**src/rtl/time_disp_pkg.sv**
```systemverilog
// Shared types and constants for the time display engine.
//   state_e     : conversion FSM states
//   SEG_*       : segment patterns, bit order {dp,g,f,e,d,c,b,a}, active-high
//   SEG_TABLE   : digit -> segment lookup, codes 10..15 render blank
//   bcd_adjust  : add-3 correction applied before each double-dabble shift
package time_disp_pkg;

  typedef enum logic [2:0] {
    IDLE,
    SNAP,
    LOAD,
    SHIFT,
    COMMIT
  } state_e;

  localparam logic [7:0] SEG_BLANK = 8'h00;
  localparam logic [7:0] SEG_DASH  = 8'h40;
  localparam logic [7:0] SEG_DP    = 8'h80;

  // Entry 0 is the rightmost element.
  localparam logic [15:0][7:0] SEG_TABLE = {
    SEG_BLANK, SEG_BLANK, SEG_BLANK, SEG_BLANK, SEG_BLANK, SEG_BLANK,
    8'h6F, 8'h7F, 8'h07, 8'h7D, 8'h6D, 8'h66, 8'h4F, 8'h5B, 8'h06, 8'h3F
  };

  function automatic logic [7:0] bcd_adjust(input logic [7:0] b);
    logic [3:0] hi;
    logic [3:0] lo;
    hi = b[7:4];
    lo = b[3:0];
    if (hi >= 4'd5) hi = hi + 4'd3;
    if (lo >= 4'd5) lo = lo + 4'd3;
    return {hi, lo};
  endfunction

endpackage

```
**src/rtl/time_display_engine_bcd_to_ss7.sv**
```systemverilog
// Combinational BCD digit to seven-segment encoder.
//   digit : 4-bit digit code (10..15 render blank)
//   seg   : {dp,g,f,e,d,c,b,a}, active-high, dp always 0 here
module bcd_to_ss7
  import time_disp_pkg::*;
(
  input  logic [3:0] digit,
  output logic [7:0] seg
);

  assign seg = SEG_TABLE[digit];

endmodule

```
**src/rtl/time_display_engine.sv**
```systemverilog
// Time display engine: snapshots one of NUM_SRC time sources, converts each
// field to two BCD digits with a sequential shift-add-3 and drives a
// registered seven-segment image with blinking, dashes and leading-zero blank.
//   clk, reset  : clock, asynchronous active-high reset
//   src_fields  : source s field f at [(s*NUM_FIELDS+f)*FIELD_W +: FIELD_W]
//   sel         : source select, sampled only when a snapshot is taken
//   refresh     : request a new conversion (merged into one pending request)
//   blink_tick  : toggles blink phase
//   blink_mask  : per-field blink enable
//   lzb_en      : blank field-0 tens digit when zero
//   busy / upd  : conversion running / one-cycle commit pulse
//   seg_out     : digit d at [8*d +: 8], d=2f tens, d=2f+1 ones
module time_display_engine
  import time_disp_pkg::*;
#(
  parameter int NUM_SRC    = 4,
  parameter int NUM_FIELDS = 4,
  parameter int FIELD_W    = 7,
  parameter int DP_EN      = 1
) (
  input  logic                                clk,
  input  logic                                reset,
  input  logic [NUM_SRC*NUM_FIELDS*FIELD_W-1:0] src_fields,
  input  logic [$clog2(NUM_SRC)-1:0]          sel,
  input  logic                                refresh,
  input  logic                                blink_tick,
  input  logic [NUM_FIELDS-1:0]               blink_mask,
  input  logic                                lzb_en,
  output logic                                busy,
  output logic                                upd,
  output logic [2*NUM_FIELDS*8-1:0]           seg_out
);

  localparam int FI_W = (NUM_FIELDS > 1) ? $clog2(NUM_FIELDS) : 1;
  localparam int BC_W = $clog2(FIELD_W + 1);

  logic [FIELD_W-1:0] src_arr [NUM_SRC][NUM_FIELDS];

  state_e             state_q, state_d;
  logic               pending_q, pending_d;
  logic [FIELD_W-1:0] snap_q [NUM_FIELDS];
  logic [FIELD_W-1:0] snap_d [NUM_FIELDS];
  logic [FI_W-1:0]    fld_q, fld_d;
  logic [BC_W-1:0]    bit_q, bit_d;
  logic [FIELD_W-1:0] shreg_q, shreg_d;
  logic [7:0]         bcd_q, bcd_d;
  logic               dash_q, dash_d;
  logic [7:0]         work_bcd_q [NUM_FIELDS];
  logic [7:0]         work_bcd_d [NUM_FIELDS];
  logic [NUM_FIELDS-1:0] work_dash_q, work_dash_d;
  logic [7:0]         com_bcd_q [NUM_FIELDS];
  logic [7:0]         com_bcd_d [NUM_FIELDS];
  logic [NUM_FIELDS-1:0] com_dash_q, com_dash_d;
  logic               com_valid_q, com_valid_d;
  logic               blink_phase_q, blink_phase_d;
  logic [2*NUM_FIELDS*8-1:0] seg_out_q, seg_out_d;

  logic [7:0]         bcd_adj;
  logic [7:0]         bcd_next;

  genvar gi, gj;
  generate
    for (gi = 0; gi < NUM_SRC; gi++) begin : g_src
      for (gj = 0; gj < NUM_FIELDS; gj++) begin : g_fld
        assign src_arr[gi][gj] = src_fields[(gi*NUM_FIELDS+gj)*FIELD_W +: FIELD_W];
      end
    end
  endgenerate

  // One double-dabble step: correct nibbles, then shift the next value bit in.
  assign bcd_adj  = bcd_adjust(bcd_q);
  assign bcd_next = (bcd_adj << 1) | {7'd0, shreg_q[FIELD_W-1]};

  always_comb begin
    state_d     = state_q;
    pending_d   = pending_q | (refresh && (state_q != IDLE));
    snap_d      = snap_q;
    fld_d       = fld_q;
    bit_d       = bit_q;
    shreg_d     = shreg_q;
    bcd_d       = bcd_q;
    dash_d      = dash_q;
    work_bcd_d  = work_bcd_q;
    work_dash_d = work_dash_q;
    com_bcd_d   = com_bcd_q;
    com_dash_d  = com_dash_q;
    com_valid_d = com_valid_q;
    upd         = 1'b0;
    busy        = (state_q != IDLE);
    case (state_q)
      IDLE: begin
        if (refresh || pending_q) begin
          state_d   = SNAP;
          pending_d = 1'b0;
        end
      end
      SNAP: begin
        for (int f = 0; f < NUM_FIELDS; f++) snap_d[f] = src_arr[sel][f];
        fld_d   = '0;
        state_d = LOAD;
      end
      LOAD: begin
        shreg_d = snap_q[fld_q];
        bcd_d   = 8'd0;
        dash_d  = int'(snap_q[fld_q]) > 99;
        bit_d   = '0;
        state_d = SHIFT;
      end
      SHIFT: begin
        bcd_d   = bcd_next;
        shreg_d = shreg_q << 1;
        bit_d   = bit_q + 1'b1;
        if (bit_q == BC_W'(FIELD_W - 1)) begin
          // Out-of-range fields still take the full shift time so latency is fixed.
          work_bcd_d[fld_q]  = dash_q ? 8'd0 : bcd_next;
          work_dash_d[fld_q] = dash_q;
          if (fld_q == FI_W'(NUM_FIELDS - 1)) begin
            state_d = COMMIT;
          end else begin
            fld_d   = fld_q + 1'b1;
            state_d = LOAD;
          end
        end
      end
      COMMIT: begin
        upd         = 1'b1;
        com_bcd_d   = work_bcd_q;
        com_dash_d  = work_dash_q;
        com_valid_d = 1'b1;
        // A request seen during or at the end of this conversion starts the next one now.
        if (pending_q || refresh) begin
          state_d   = SNAP;
          pending_d = 1'b0;
        end else begin
          state_d = IDLE;
        end
      end
      default: state_d = IDLE;
    endcase
  end

  assign blink_phase_d = blink_phase_q ^ blink_tick;

  // Output stage works from the next-cycle committed view so that new digits
  // appear the cycle after upd and blink/mask changes appear one cycle later.
  generate
    for (gi = 0; gi < NUM_FIELDS; gi++) begin : g_out
      localparam bit DP_ON = (DP_EN != 0) && (gi < NUM_FIELDS - 1);
      logic [7:0] tens_raw, ones_raw, tens_seg, ones_seg;

      bcd_to_ss7 u_tens (.digit(com_bcd_d[gi][7:4]), .seg(tens_raw));
      bcd_to_ss7 u_ones (.digit(com_bcd_d[gi][3:0]), .seg(ones_raw));

      // Later assignments take priority.
      always_comb begin
        tens_seg = tens_raw;
        ones_seg = DP_ON ? (ones_raw | SEG_DP) : ones_raw;
        if ((gi == 0) && lzb_en && (com_bcd_d[gi][7:4] == 4'd0)) tens_seg = SEG_BLANK;
        if (com_dash_d[gi]) begin
          tens_seg = SEG_DASH;
          ones_seg = SEG_DASH;
        end
        if (blink_phase_d && blink_mask[gi]) begin
          tens_seg = SEG_BLANK;
          ones_seg = SEG_BLANK;
        end
        if (!com_valid_d) begin
          tens_seg = SEG_BLANK;
          ones_seg = SEG_BLANK;
        end
      end

      assign seg_out_d[16*gi +: 16] = {ones_seg, tens_seg};
    end
  endgenerate

  always_ff @(posedge clk or posedge reset) begin
    if (reset) begin
      state_q       <= IDLE;
      pending_q     <= 1'b0;
      fld_q         <= '0;
      bit_q         <= '0;
      shreg_q       <= '0;
      bcd_q         <= '0;
      dash_q        <= 1'b0;
      work_dash_q   <= '0;
      com_dash_q    <= '0;
      com_valid_q   <= 1'b0;
      blink_phase_q <= 1'b0;
      seg_out_q     <= '0;
      for (int f = 0; f < NUM_FIELDS; f++) begin
        snap_q[f]     <= '0;
        work_bcd_q[f] <= '0;
        com_bcd_q[f]  <= '0;
      end
    end else begin
      state_q       <= state_d;
      pending_q     <= pending_d;
      fld_q         <= fld_d;
      bit_q         <= bit_d;
      shreg_q       <= shreg_d;
      bcd_q         <= bcd_d;
      dash_q        <= dash_d;
      work_dash_q   <= work_dash_d;
      com_dash_q    <= com_dash_d;
      com_valid_q   <= com_valid_d;
      blink_phase_q <= blink_phase_d;
      seg_out_q     <= seg_out_d;
      for (int f = 0; f < NUM_FIELDS; f++) begin
        snap_q[f]     <= snap_d[f];
        work_bcd_q[f] <= work_bcd_d[f];
        com_bcd_q[f]  <= com_bcd_d[f];
      end
    end
  end

  assign seg_out = seg_out_q;

endmodule

```
**config.mk**
```make
export PLATFORM = sky130hd
export DESIGN_NAME = time_display_engine
export DESIGN_NICKNAME = d
export VERILOG_FILES = /design/src/rtl/time_disp_pkg.sv /design/src/rtl/time_display_engine_bcd_to_ss7.sv /design/src/rtl/time_display_engine.sv
export SDC_FILE = /design/constraint.sdc
export NUM_CORES = 1
export LEC_CHECK = 0
export BUFFER_PORTS_ARGS = -buffer_cell sky130_fd_sc_hd__buf_2
export CAP_MARGIN = 20
export CORE_ASPECT_RATIO = 2
export CORE_MARGIN = 2
export CORE_UTILIZATION = 35
export CTS_BUF_LIST = sky130_fd_sc_hd__clkbuf_4 sky130_fd_sc_hd__clkbuf_8
export DETAILED_ROUTE_END_ITERATION = 7
export PLACE_DENSITY = 0.61
export SYNTH_ARGS = -nofsm -noshare
export SYNTH_HDL_FRONTEND = slang
export SYNTH_SLANG_ARGS = --single-unit
```
**constraint.sdc**
```tcl
create_clock -name clk -period 6.8 [get_ports clk]
set_clock_uncertainty 0.15 [all_clocks]
set_input_delay 0.68 -clock clk [delete_from_list [all_inputs] [get_ports clk]]
set_output_delay 0.68 -clock clk [all_outputs]
set_load 0.02 [all_outputs]
```
## Yosys cells after proc, flatten, opt, wreduce, memory -nomap -nowiden

Memories as Yosys holds them, arrays and structs flattened.
Index checks and enable logic that the tools add are counted.

| word-level totals | value |
|---|---|
| ROM bits | 1024 |
| input port bits | 123 |
| bits in writable memories | 0 |
| word-level logic and storage cells | 149 |
| memories | 8 |
| bits in latches | 0 |
| bits in registers | 191 |
| output and inout bits | 66 |

Memory list:

| name | words | width | read ports | clocked after Yosys merged registers in | write ports | line | RTL |
|---|---|---|---|---|---|---|---|
| (name not given) | 16 | 8 | 1 | 0 | 0 | time_display_engine_bcd_to_ss7.sv:11 | `assign seg = SEG_TABLE[digit];` |
| (name not given) | 16 | 8 | 1 | 0 | 0 | time_display_engine_bcd_to_ss7.sv:11 |  |
| (name not given) | 16 | 8 | 1 | 0 | 0 | time_display_engine_bcd_to_ss7.sv:11 |  |
| (name not given) | 16 | 8 | 1 | 0 | 0 | time_display_engine_bcd_to_ss7.sv:11 |  |
| (name not given) | 16 | 8 | 1 | 0 | 0 | time_display_engine_bcd_to_ss7.sv:11 |  |
| (name not given) | 16 | 8 | 1 | 0 | 0 | time_display_engine_bcd_to_ss7.sv:11 |  |
| +2 memories | - | - | - | - | - | - |  |

| operators by class | value |
|---|---|
| shift operators | 0 |
| add/subtract/negate cells | 4 |
| multipliers | 0 |
| mux-type cells | 65 |
| bitwise gates (word level) | 5 |
| reductions and logical operators | 18 |
| order comparisons | 16 |
| equal/unequal tests | 9 |
| divide/modulo/power cells | 0 |

Operator list:

| cell | number |
|---|---|
| $mux W8 | 32 |
| $bmux W28 S2 | 1 |
| $mux W28 | 2 |
| $lt A4 B5 Y1 const B | 8 |
| $mux W7 | 5 |
| $bwmux W32 | 1 |
| $mux W32 | 1 |
| $demux W8 S2 | 1 |
| $pmux W8 S2 | 1 |
| $pmux W3 S5 | 1 |
| $bmux W7 S2 | 1 |
| $pmux W7 S2 | 1 |
| $mux W3 | 4 |
| $ge A4 B3 Y1 const B | 2 |
| $logic_and A1 B1 Y1 | 8 |
| $mux W4 | 2 |
| $or A8 B1 Y8 | 1 |
| $gt A7 B7 Y1 const B | 1 |
| $eq A3 B2 Y1 const B | 2 |
| $eq A3 B3 Y1 const B | 2 |
| $ge A3 B3 Y1 const B | 2 |
| $mux W1 | 6 |
| $ne A2 B2 Y1 const B | 3 |
| $not A2 Y3 | 2 |
| other kinds (24) | 27 |

## Logic depth before layout (Yosys ltp)

Gate-level depths: netlist of run 1.

| logic depth | value |
|---|---|
| depth in word-level cells | 8 |
| depth in mapped cells | 13 |
| depth with buffers taken out | 10 |

## Modules after synthesis

Synthesis of run 1 repeated with hierarchy kept, for this count alone.

| second synthesis, totals | value |
|---|---|
| cells, all modules | 922 |
| area total of the unflattened synthesis | 10052.1 µm² |

Modules (own cells, without submodules):

| module | times used | cells each | sequential area each (µm²) | area an instance (µm²) |
|---|---|---|---|---|
| time_display_engine | 1 | 654 | 4779.6 | 8170.3 |
| bcd_to_ss7 at g_out[0].u_tens ... | 4 | 35 | 0.0 | 241.5 |
| bcd_to_ss7 at g_out[0].u_ones ... | 4 | 32 | 0.0 | 229.0 |

## Worst setup path after synthesis of run 1

Ideal clock, no wire load.

| timing | value |
|---|---|
| kind | register to register |
| start point | reg state_q[1] |
| end point | reg seg_out_q[0] (netlist: seg_out[0]) |
| data required time | 6.500 ns |
| setup slack | 3.723 ns |
| setup time | 0.150 ns |
| period minus slack after synthesis | 3.077 ns |
| stages on the path, launching flop included | 14 |
| data arrival time | 2.777 ns |
| buffers on the path | 6 |
| cell sequence | dfrtp_1 -> buf_2 -> or3b_1 -> buf_6 -> buf_12 -> buf_6 -> buf_2 -> buf_2 -> mux2i_1 -> ha_1 -> nand2_1 -> a211o_1 -> a22oi_2 -> a211oi_1 |

| on the way | value |
|---|---|
| longest elaborated chain between the ends | 8 |
| elaborated cells on any way between the ends | 12 |
| classes of those cells | eq/ne (1); mux (8); reduce/logical (2); memory (1) |

RTL lines:

| what | line | RTL |
|---|---|---|
| from (decl) | time_display_engine.sv:39 | `state_e state_q, state_d;` |
| from (signal assigned) | time_display_engine.sv:197 | `state_q <= state_d;` |
| $eq A3 B3 Y1 (*) | time_display_engine.sv:90 | `case (state_q)` |
| $mux W32 | time_display_engine.sv:90 |  |
| $mem_v2 Z16 W8 or $logic_not A4 Y1 (tied branches) | - |  |
| $mux W8 (not written as such) or $logic_and A1 B1 Y1 (tied branches) | time_display_engine_bcd_to_ss7.sv:11, time_display_engine.sv:158 |  |
| $mux W8 | time_display_engine.sv:158 | `if ((gi == 0) && lzb_en && (com_bcd_d[gi][7:4] == 4'd0)) tens_seg = SEG_BLANK;` |
| $mux W8 | time_display_engine.sv:159 | `if (com_dash_d[gi]) begin` |
| $mux W8 | time_display_engine.sv:163 | `if (blink_phase_d && blink_mask[gi]) begin` |
| $mux W8 (*) | time_display_engine.sv:167 | `if (!com_valid_d) begin` |
| named net g_out[0].tens_seg[0] | time_display_engine.sv:149 | `logic [7:0] tens_raw, ones_raw, tens_seg, ones_seg;` |
| to (signal assigned) | time_display_engine.sv:208 | `seg_out_q <= seg_out_d;` |
| to (decl) | time_display_engine.sv:56 | `logic [2*NUM_FIELDS*8-1:0] seg_out_q, seg_out_d;` |

The timed path passes the listed nets; every way through them passes the cells marked *. The select of a mux whose other input is x is not followed.
A chain may end at the register's enable or synchronous reset.

## Worst setup path in the final report of run 1

Same ends and word-level chain as after synthesis.

==> results of run 1 <==
[cell usage after synthesis (3+ instances only)]
| library cell | count |
|---|---|
| clkbuf_1 | 13 |
| a22o_1 | 3 |
| o21ai_0 | 31 |
| nor4bb_1 | 4 |
| a21oi_1 | 30 |
| a21o_1 | 9 |
| nor2_1 | 21 |
| o31ai_1 | 12 |
| mux2_4 | 3 |
| xnor2_1 | 5 |
| inv_1 | 54 |
| nand3b_1 | 5 |
| o211ai_1 | 3 |
| a311oi_1 | 6 |
| buf_4 | 7 |
| o22ai_1 | 3 |
| nor3_1 | 9 |
| nor2b_1 | 8 |
| mux2i_1 | 37 |
| nand3_1 | 12 |
| ha_1 | 55 |
| o21a_1 | 6 |
| buf_2 | 6 |
| inv_2 | 7 |
| mux4_2 | 35 |
| dfrtp_1 | 186 |
| mux2i_4 | 11 |
| nand2b_1 | 11 |
| mux2_2 | 58 |
| and2_1 | 3 |
| nand2_1 | 66 |
| a211o_1 | 4 |
| buf_1 | 6 |
| a211oi_1 | 23 |
| a31oi_1 | 7 |
[cells by family after synthesis]
group	Yosys count	share of synthesized area (%)
muxes	146	21.75
other	1	0.03826
xor gates and xnor gates	6	0.5361
buffers and inverters	97	4.544
AOI/OAI and AO/OA	153	10.84
adders and majority gates	55	7.021
DFF	186	47.49
and+or+nand+nor	154	7.787
[per-stage QoR]
stage	total power, mW	hold slack (ns)	util [%]
final	4.024	0.03707	41.46
after global routing	4.317	0.02797	41.46
after CTS	4.098	0.008682	41.45
after detailed placement	3.311	0.3242	39.95
after global placement	3.278	0.3134	39.95
after floorplan	2.803	0.2973	-
[state kept, by name, summed over array words and instances (netlist names)]
register / flops
bcd_q: 8
bit_q: 3
blink_phase_q: 1
com_bcd_q: 32
com_dash_q: 4
com_valid_q: 1
dash_q: 1
fld_q: 2
pending_q: 1
seg_out: 59
shreg_q: 7
snap_q: 28
state_q: 3
work_bcd_q: 32
work_dash_q: 4
[per-layer routing]
layer  vias to the layer above  GRT usage [%]  wire length [um]
li1                       3206              -                 -
met1                      3343          15.55              7677
met2                       181          30.62             12770
met3                        28          3.190               887
met4                         0          5.991               481
met5                         -              0                 0
[final timing paths]
check                                      end  cells after the start
worst max-delay path                seg_out[0]                      8
worst min-delay path                snap_q[16]                      2
worst max register to register      seg_out[0]                      8
worst min register to register  work_bcd_q[24]                      2
max in group asynchronous          seg_out[57]                      3
min in group clk                     pending_q                      3
[power by group]
group	switching (mW)	total (mW)	internal (mW)
registers	0.205	1.66	1.45
logic	0.930	1.60	0.666
clock network	0.412	0.772	0.360
total	1.55	4.02	2.48
[critical path, stage by stage, from the launching register on]
cell,delay [ns]
dfrtp_1,0.70
or3b_4,0.58
buf_4,0.55
mux2i_1,0.41
ha_1,0.27
nand2_1,0.10
a211o_1,0.26
a22oi_2,0.24
a211oi_1,0.09
[layout make-up]
type / count / area [um^2] / area share (%)
Antenna cell: 1 / 2.502 / 0.02191
Clock buffer: 21 / 276.5 / 2.421
Clock inverter: 11 / 136.4 / 1.194
Inverter: 61 / 234.0 / 2.049
Multi-Input combinational cell: 519 / 4722 / 41.35
Sequential cell: 186 / 4654 / 40.76
Tap cell: 352 / 440.4 / 3.857
Timing Repair Buffer: 188 / 953.4 / 8.349
==> impl_metrics.json, run 1 <==
{
  "synth_edf_count": 0,
  "synth_area_leaders": "dfrtp_1, mux4_2, ha_1",
  "io-pin-count": 189,
  "wl_mm": 21.82,
  "clk_latency_ns": 0.49,
  "synth_flop_cell": "dfrtp_1",
  "grt_pass1_wl_mm": 35.31,
  "mappedNetlistArea_um2": 9802,
  "async_flop_share_pct": 100.0,
  "netlist-cell-type-count": 63,
  "globalRouteTotalUtil_pct": 15.59,
  "grt_antenna_before_repair": 2,
  "first_iter_violations": 372,
  "cts_sinks": 186,
  "finalHoldViolations": 0,
  "cp.arrival_ns": 3.73,
  "initial_utilization_pct": 35.58,
  "final_cell_mix": "dfrtp_1, buf_2, nand2_1",
  "p_leak_nw": 5.563,
  "pre_cts_ws_ns": 3.293,
  "setup_slack_ns": 3.263,
  "vias": 6758,
  "synth_seq_cells": 186,
  "clkTransAtPathRegs_ns": 0.09,
  "core_um2": 27550,
  "cts_buffers": 17,
  "irDropWorstVdd_v": 0.0001129,
  "layout_commonest_cell": "dfrtp_1",
  "rows": 86,
  "r2r_slack_ns": 3.26,
  "grt_max_degree": 76,
  "cts_setup_buffers": 0,
  "endpoint_kind": "flop",
  "vias_per_cell": 5.047,
  "clockRootBuffer": "clkbuf_8",
  "timing.rr.start": "state_q[1]",
  "cp.required_ns": 6.99,
  "fmax_mhz": 282.7,
  "drc": 0,
  "die_w_um": 122.3,
  "grt_pass1_vias": 6963,
  "fin_nets": 1151,
  "maxSlewViolCount": 0,
  "synth_seq_area_share_pct": 47.49,
  "startpoint_type": "flop",
  "cp_max_fo": 30,
  "max_cap_viol_count": 0,
  "cts_tree": "built",
  "synth_largest_area_cell": "dfrtp_1",
  "grt_overflow": 0,
  "tns_ns": 0,
  "rsz0062_at_grt": "no",
  "place_inst": 1306,
  "gp_congestion": 0.8407,
  "status": "finished clean",
  "drive_gt1_share_pct": 35.80,
  "clk_path_buf_depth": 2,
  "cts_resized": 0,
  "hp-class": "input port to asynchronous set/reset pin",
  "htreeDepth": 4,
  "hpwl_mm": 16.81,
  "placedInstanceArea_um2": 11000,
  "drtAntennaViolNets": 0,
  "final_area_um2": 11420,
  "power_density_nw_per_um2": 352.4,
  "min_period_over_period_pct": 52.01,
  "drt_pass1_iterations": 4,
  "avgSynthCellArea_um2": 12.28,
  "synth_top_area_share_pct": 47.49,
  "setup_viol": 0,
  "finalCriticalPeriod_ns": 3.537,
  "dieHeight_um": 240.7,
  "syn2layout_area_growth_pct": 16.50,
  "fill_cells": 2775,
  "synth_cells": 798,
  "io_buffers": 183,
  "cts-hold-fix-buffers": 0,
  "critical_path_class": "flop to flop",
  "route.detailed.wl_per_inst_um": 16.29,
  "startpoint": "state_q[1]",
  "post_layout_nonfiller_instances": 1339,
  "tightest_slew_ns": 0.9555,
  "slew_headroom_pct": 36.30,
  "yosysWarnings": 0,
  "die_area_um2": 29440
}
Power figures use the tool's default switching activity.
==> run 2, diff against run 1 <==
==> constraint.sdc (replaced) <==
create_clock -name clk -period 3.5 [get_ports clk]
set_clock_uncertainty 0.15 [all_clocks]
set_input_delay 0.35 -clock clk [delete_from_list [all_inputs] [get_ports clk]]
set_output_delay 0.35 -clock clk [all_outputs]
set_load 0.02 [all_outputs]
==> impl_metrics.json, run 2 (same netlist as run 1, synthesis figures left out) <==
{
  "post_layout_nonfiller_instances": 1348,
  "cts_setup_buffers": 0,
  "io-pin-count": 189,
  "power_frac_seq_pct": 41.2,
  "clockRootBuffer": "clkbuf_8",
  "layout_commonest_cell": "dfrtp_1",
  "cp.required_ns": 3.74,
  "place_inst": 1315,
  "cts_tree": "built",
  "cp-endpoint": "seg_out[16]",
  "worst-path-stages": 7,
  "cts_sinks": 186,
  "cp.arrival_ns": 3.17,
  "wl_mm": 22.00,
  "grt_antenna_before_repair": 1,
  "p_clk_share_pct": 18.3,
  "setup_viol": 0,
  "min_period_over_period_pct": 83.69,
  "dieHeight_um": 240.7,
  "route.detailed.wl_per_inst_um": 16.32,
  "grt_max_degree": 122,
  "hpwl_mm": 16.86,
  "fin_nets": 1162,
  "startpoint": "state_q[2]",
  "worst_r2r_path_depth": 7,
  "clkTransAtPathRegs_ns": 0.09,
  "startpoint_type": "flop",
  "cts_resized": 0,
  "hp-class": "input port to flop",
  "power.switching_mw": 2.979,
  "vias_per_cell": 5.043,
  "largest_reg_flops": 59,
  "htreeDepth": 4,
  "rsz0062_at_grt": "no",
  "irDropWorstVdd_v": 0.0002227,
  "switching_share_pct": 38.18,
  "cp_max_fo": 24,
  "rows": 86,
  "power_density_nw_per_um2": 678.6,
  "crit_family": "multiplexers",
  "die_area_um2": 29440,
  "maxSlewViolCount": 0,
  "tightest_slew_ns": 0.9037,
  "pre_cts_ws_ns": 0.6140,
  "drtAntennaViolNets": 0,
  "power_frac_comb_pct": 40.5,
  "critPathMaxStageDelay_ns": 0.55,
  "status": "finished clean",
  "timing.rr.start": "state_q[2]",
  "die_w_um": 122.3,
  "setup_slack_ns": 0.5709,
  "clk_path_buf_depth": 2,
  "grt_overflow": 0,
  "path_cells": "or3b_4 -> buf_12 -> mux2i_1 -> inv_1 -> ha_1 -> mux2_2 -> a211oi_1",
  "globalRouteTotalUtil_pct": 15.76,
  "p_leak_nw": 5.609,
  "finalHoldViolations": 0,
  "first_iter_violations": 222,
  "grt_pass1_vias": 7233,
  "grt_pass1_wl_mm": 35.94,
  "fill_cells": 2764,
  "critical_path_class": "flop to flop",
  "fmax_mhz": 341.4,
  "placedInstanceArea_um2": 11100,
  "finalCriticalPeriod_ns": 2.929,
  "io_buffers": 183,
  "max_cap_viol_count": 0,
  "crit_buf_inv": 2,
  "vias": 6798,
  "drc": 0,
  "clk_latency_ns": 0.49,
  "final_cell_mix": "dfrtp_1, buf_2, nand2_1",
  "drive_gt1_share_pct": 36.18,
  "internal-power_mw": 4.823,
  "r2r_end": "seg_out[16]",
  "syn2layout_area_growth_pct": 17.30,
  "gp_congestion": 0.8307,
  "core_um2": 27550,
  "r2r_slack_ns": 0.57,
  "initial_utilization_pct": 35.58,
  "cts_buffers": 17,
  "final_area_um2": 11500,
  "tns_ns": 0,
  "slew_headroom_pct": 39.75,
  "drt_pass1_iterations": 4,
  "endpoint_kind": "flop",
  "critPathSlowestCell": "or3b_4"
}
run 2: area by class of cell:
class | count | area (um^2) | share of cell area (%)
multi-input cells | 519 | 4722 | 41.07
flip-flops and latches | 186 | 4654 | 40.48
repair buffers | 199 | 1066 | 9.272
well taps | 352 | 440.4 | 3.831
clock buffers | 23 | 285.3 | 2.481
inverters | 61 | 232.7 | 2.024
clock inverters | 7 | 93.84 | 0.8162
diodes | 1 | 2.502 | 0.02177
run 2: worst min path at each step:
stage	startpoint	endpoint	slack (ns)	cells after the start
floorplan	pending_q	pending_q	0.30	2
global placement	work_bcd_q[24]	work_bcd_q[24]	0.31	2
detailed placement	work_bcd_q[24]	work_bcd_q[24]	0.32	2
CTS	blink_mask[1]	seg_out[30]	0.007	4
global route	blink_mask[2]	seg_out[38]	0.03	3
finish	blink_mask[1]	seg_out[30]	0.06	4
run 2: routing by layer:
| layer | GRT usage, % | routed length, um | vias to the layer above | part of all wire [%] |
|---|---|---|---|---|
| li1 | - | - | 3224 | - |
| met1 | 15.44 | 7714 | 3372 | 35 |
| met2 | 31.78 | 13030 | 176 | 59 |
| met3 | 3.166 | 867 | 26 | 3.9 |
| met4 | 5.051 | 386 | 0 | 1.8 |
| met5 | 0 | 0 | - | 0 |
run 2: per-stage QoR:
step	util [%]	power, mW	hold WS (ns)
final	41.74	7.802	0.06097
after global routing	41.74	8.350	0.02575
after CTS	41.73	7.923	0.006649
after global placement	40.28	6.402	0.3129
after detailed placement	40.28	6.460	0.3199
after floorplan	-	5.446	0.2973
run 2: repair_timing:
item / 4_1_cts / 5_1_grt
hold buffers: 2 / 0
endpoints found under the hold margin: 122 / 0
endpoints found under the setup margin: 0 / 0
run 2: worst min-delay path, cell delays in order:
cell	delay, ns
buf_2	0.08
a2bb2oi_1	0.12
o31ai_1	0.08
a21oi_1	0.04
run 2: power groups by stage:
stage / clock (mW) / combinational [mW] / sequential [mW]
after floorplan: 0 / 1.85 / 3.59
after global placement: 0 / 3.14 / 3.26
after detailed placement: 0 / 3.19 / 3.27
after CTS: 1.49 / 3.20 / 3.23
after global routing: 1.57 / 3.49 / 3.29
final: 1.43 / 3.16 / 3.21
==> run 3, diff against run 2 <==
--- a/config.mk
+++ b/config.mk
@@ -12,7 +12,7 @@
 export CORE_UTILIZATION = 35
 export CTS_BUF_LIST = sky130_fd_sc_hd__clkbuf_4 sky130_fd_sc_hd__clkbuf_8
 export DETAILED_ROUTE_END_ITERATION = 7
-export PLACE_DENSITY = 0.61
+export PLACE_DENSITY = 0.63
 export SYNTH_ARGS = -nofsm -noshare
 export SYNTH_HDL_FRONTEND = slang
 export SYNTH_SLANG_ARGS = --single-unit
==> constraint.sdc (replaced) <==
create_clock -name clk -period 2.5 [get_ports clk]
set_clock_uncertainty 0.15 [all_clocks]
set_input_delay 0.25 -clock clk [delete_from_list [all_inputs] [get_ports clk]]
set_output_delay 0.25 -clock clk [all_outputs]
set_load 0.02 [all_outputs]
==> impl_metrics.json, run 3 (same netlist as run 1, synthesis figures left out) <==
{
  "status": "finished clean",
  "first_iter_violations": 293,
  "wl_mm": 22.36,
  "grt_overflow": 0,
  "drtAntennaViolNets": 0,
  "die_area_um2": 29440,
  "gp_congestion": 0.7971,
  "hpwl_mm": 17.51,
  "clkTransAtPathRegs_ns": 0.10,
  "grt_max_degree": 65,
  "initial_utilization_pct": 35.58,
  "setup_slack_ns": 0.06095,
  "multi_input_area_um2": 4845,
  "slew_headroom_pct": 57.80,
  "cts_sinks": 186,
  "cp.arrival_ns": 2.68,
  "cp_max_fo": 10,
  "min_period_over_period_pct": 97.56,
  "rows": 86,
  "drive_gt1_share_pct": 40.67,
  "hp-class": "input port to flop",
  "power_density_nw_per_um2": 964.9,
  "syn2layout_area_growth_pct": 23.91,
  "final_core_util_pct": 44.09,
  "critical_path_class": "flop to flop",
  "largest_reg_flops": 59,
  "max_cap_viol_count": 0,
  "clk_path_buf_depth": 2,
  "cp.required_ns": 2.74,
  "maxSlewViolCount": 0,
  "drt_pass1_iterations": 4,
  "cts_tree": "built",
  "vias_per_cell": 4.990,
  "register_area_um2": 4654,
  "pre_cts_ws_ns": -0.01036,
  "startpoint_type": "flop",
  "total_power_mw": 11.72,
  "io_buffers": 183,
  "p_leak_nw": 5.862,
  "grt_pass1_wl_mm": 36.51,
  "drc": 0,
  "clk_latency_ns": 0.48,
  "rsz0062_at_grt": "yes",
  "globalRouteTotalUtil_pct": 15.94,
  "route.detailed.wl_per_inst_um": 15.99,
  "io-pin-count": 189,
  "placedInstanceArea_um2": 11470,
  "layout_commonest_cell": "dfrtp_1",
  "endpoint_kind": "flop",
  "fmax_mhz": 410.0,
  "grt_pass1_vias": 7453,
  "fin_nets": 1210,
  "dieHeight_um": 240.7,
  "htreeDepth": 4,
  "core_um2": 27550,
  "tightest_slew_ns": 0.6329,
  "irDropWorstVdd_v": 0.0003043,
  "fill_cells": 2655,
  "cts_buffers": 17,
  "finalCriticalPeriod_ns": 2.439,
  "die_w_um": 122.3,
  "grt_antenna_before_repair": 1,
  "setup_viol": 0,
  "finalHoldViolations": 0,
  "final_cell_mix": "dfrtp_1, buf_2, nand2_1",
  "vias": 6976,
  "r2r_slack_ns": 0.06,
  "clockRootBuffer": "clkbuf_8",
  "final_area_um2": 12150
}
[run 3: metal layers]
| metal | global-route usage [%] | up-vias | wire length (um) |
|---|---|---|---|
| met5 | 0 | - | 0 |
| met4 | 5.921 | 0 | 521 |
| met3 | 2.836 | 31 | 831 |
| met2 | 31.85 | 191 | 13170 |
| met1 | 15.77 | 3431 | 7838 |
| li1 | - | 3323 | - |
[run 3: stage by stage]
step                cells  hold WS (ns)  TNS (ns)
CTS                  1396       0.01597         0
global placement     1357        0.1472         0
finish               1398       0.06722         0
floorplan             802        0.2398    -61.07
global route         1398       0.03737  -0.04360
detailed placement   1357        0.1438  -0.01036
[run 3: path summary, 6_finish.rpt]
path,start,cells after the start,to
setup reg to reg,state_q[1],8,seg_out[40]
setup / recovery,state_q[1],8,seg_out[40]
min in group asynchronous,reset,3,com_bcd_q[0]
max in group asynchronous,reset,4,snap_q[18]
hold / removal,src_fields[20],3,snap_q[13]
hold reg to reg,work_dash_q[1],2,work_dash_q[1]
[run 3: critical path, cell delays in order, from the launching register on]
cell and delay, ns:
dfrtp_1 0.40, or3b_4 0.44, buf_12 0.15, buf_6 0.16, mux2i_4 0.19, buf_4 0.17, ha_1 0.19, mux2_2 0.27
a211oi_1 0.23
[run 3: area by class of cell]
| class | instances | area share (%) |
|---|---|---|
| clock buffer | 18 | 1.988 |
| clock inverter | 14 | 1.988 |
| sequential | 186 | 38.32 |
| timing repair buffer | 247 | 12.25 |
| inverter | 61 | 1.916 |
| multi-input combinational | 519 | 39.89 |
| tap | 352 | 3.626 |
| antenna | 1 | 0.02060 |
[run 3: where the power goes]
part	switching (mW)	total [mW]	internal [mW]
registers	0.570	4.52	3.95
logic	2.67	4.79	2.12
clock network	1.11	2.41	1.31
total	4.35	11.7	7.37
[run 3: timing repair]
action | 4_1_cts | 5_1_grt
resized for setup | 1 | 22
pin swaps | 0 | 2
setup endpoints to repair | 1 | 15
hold buffers | 7 | 0
hold endpoints to repair | 44 | 0
setup buffers | 0 | 1
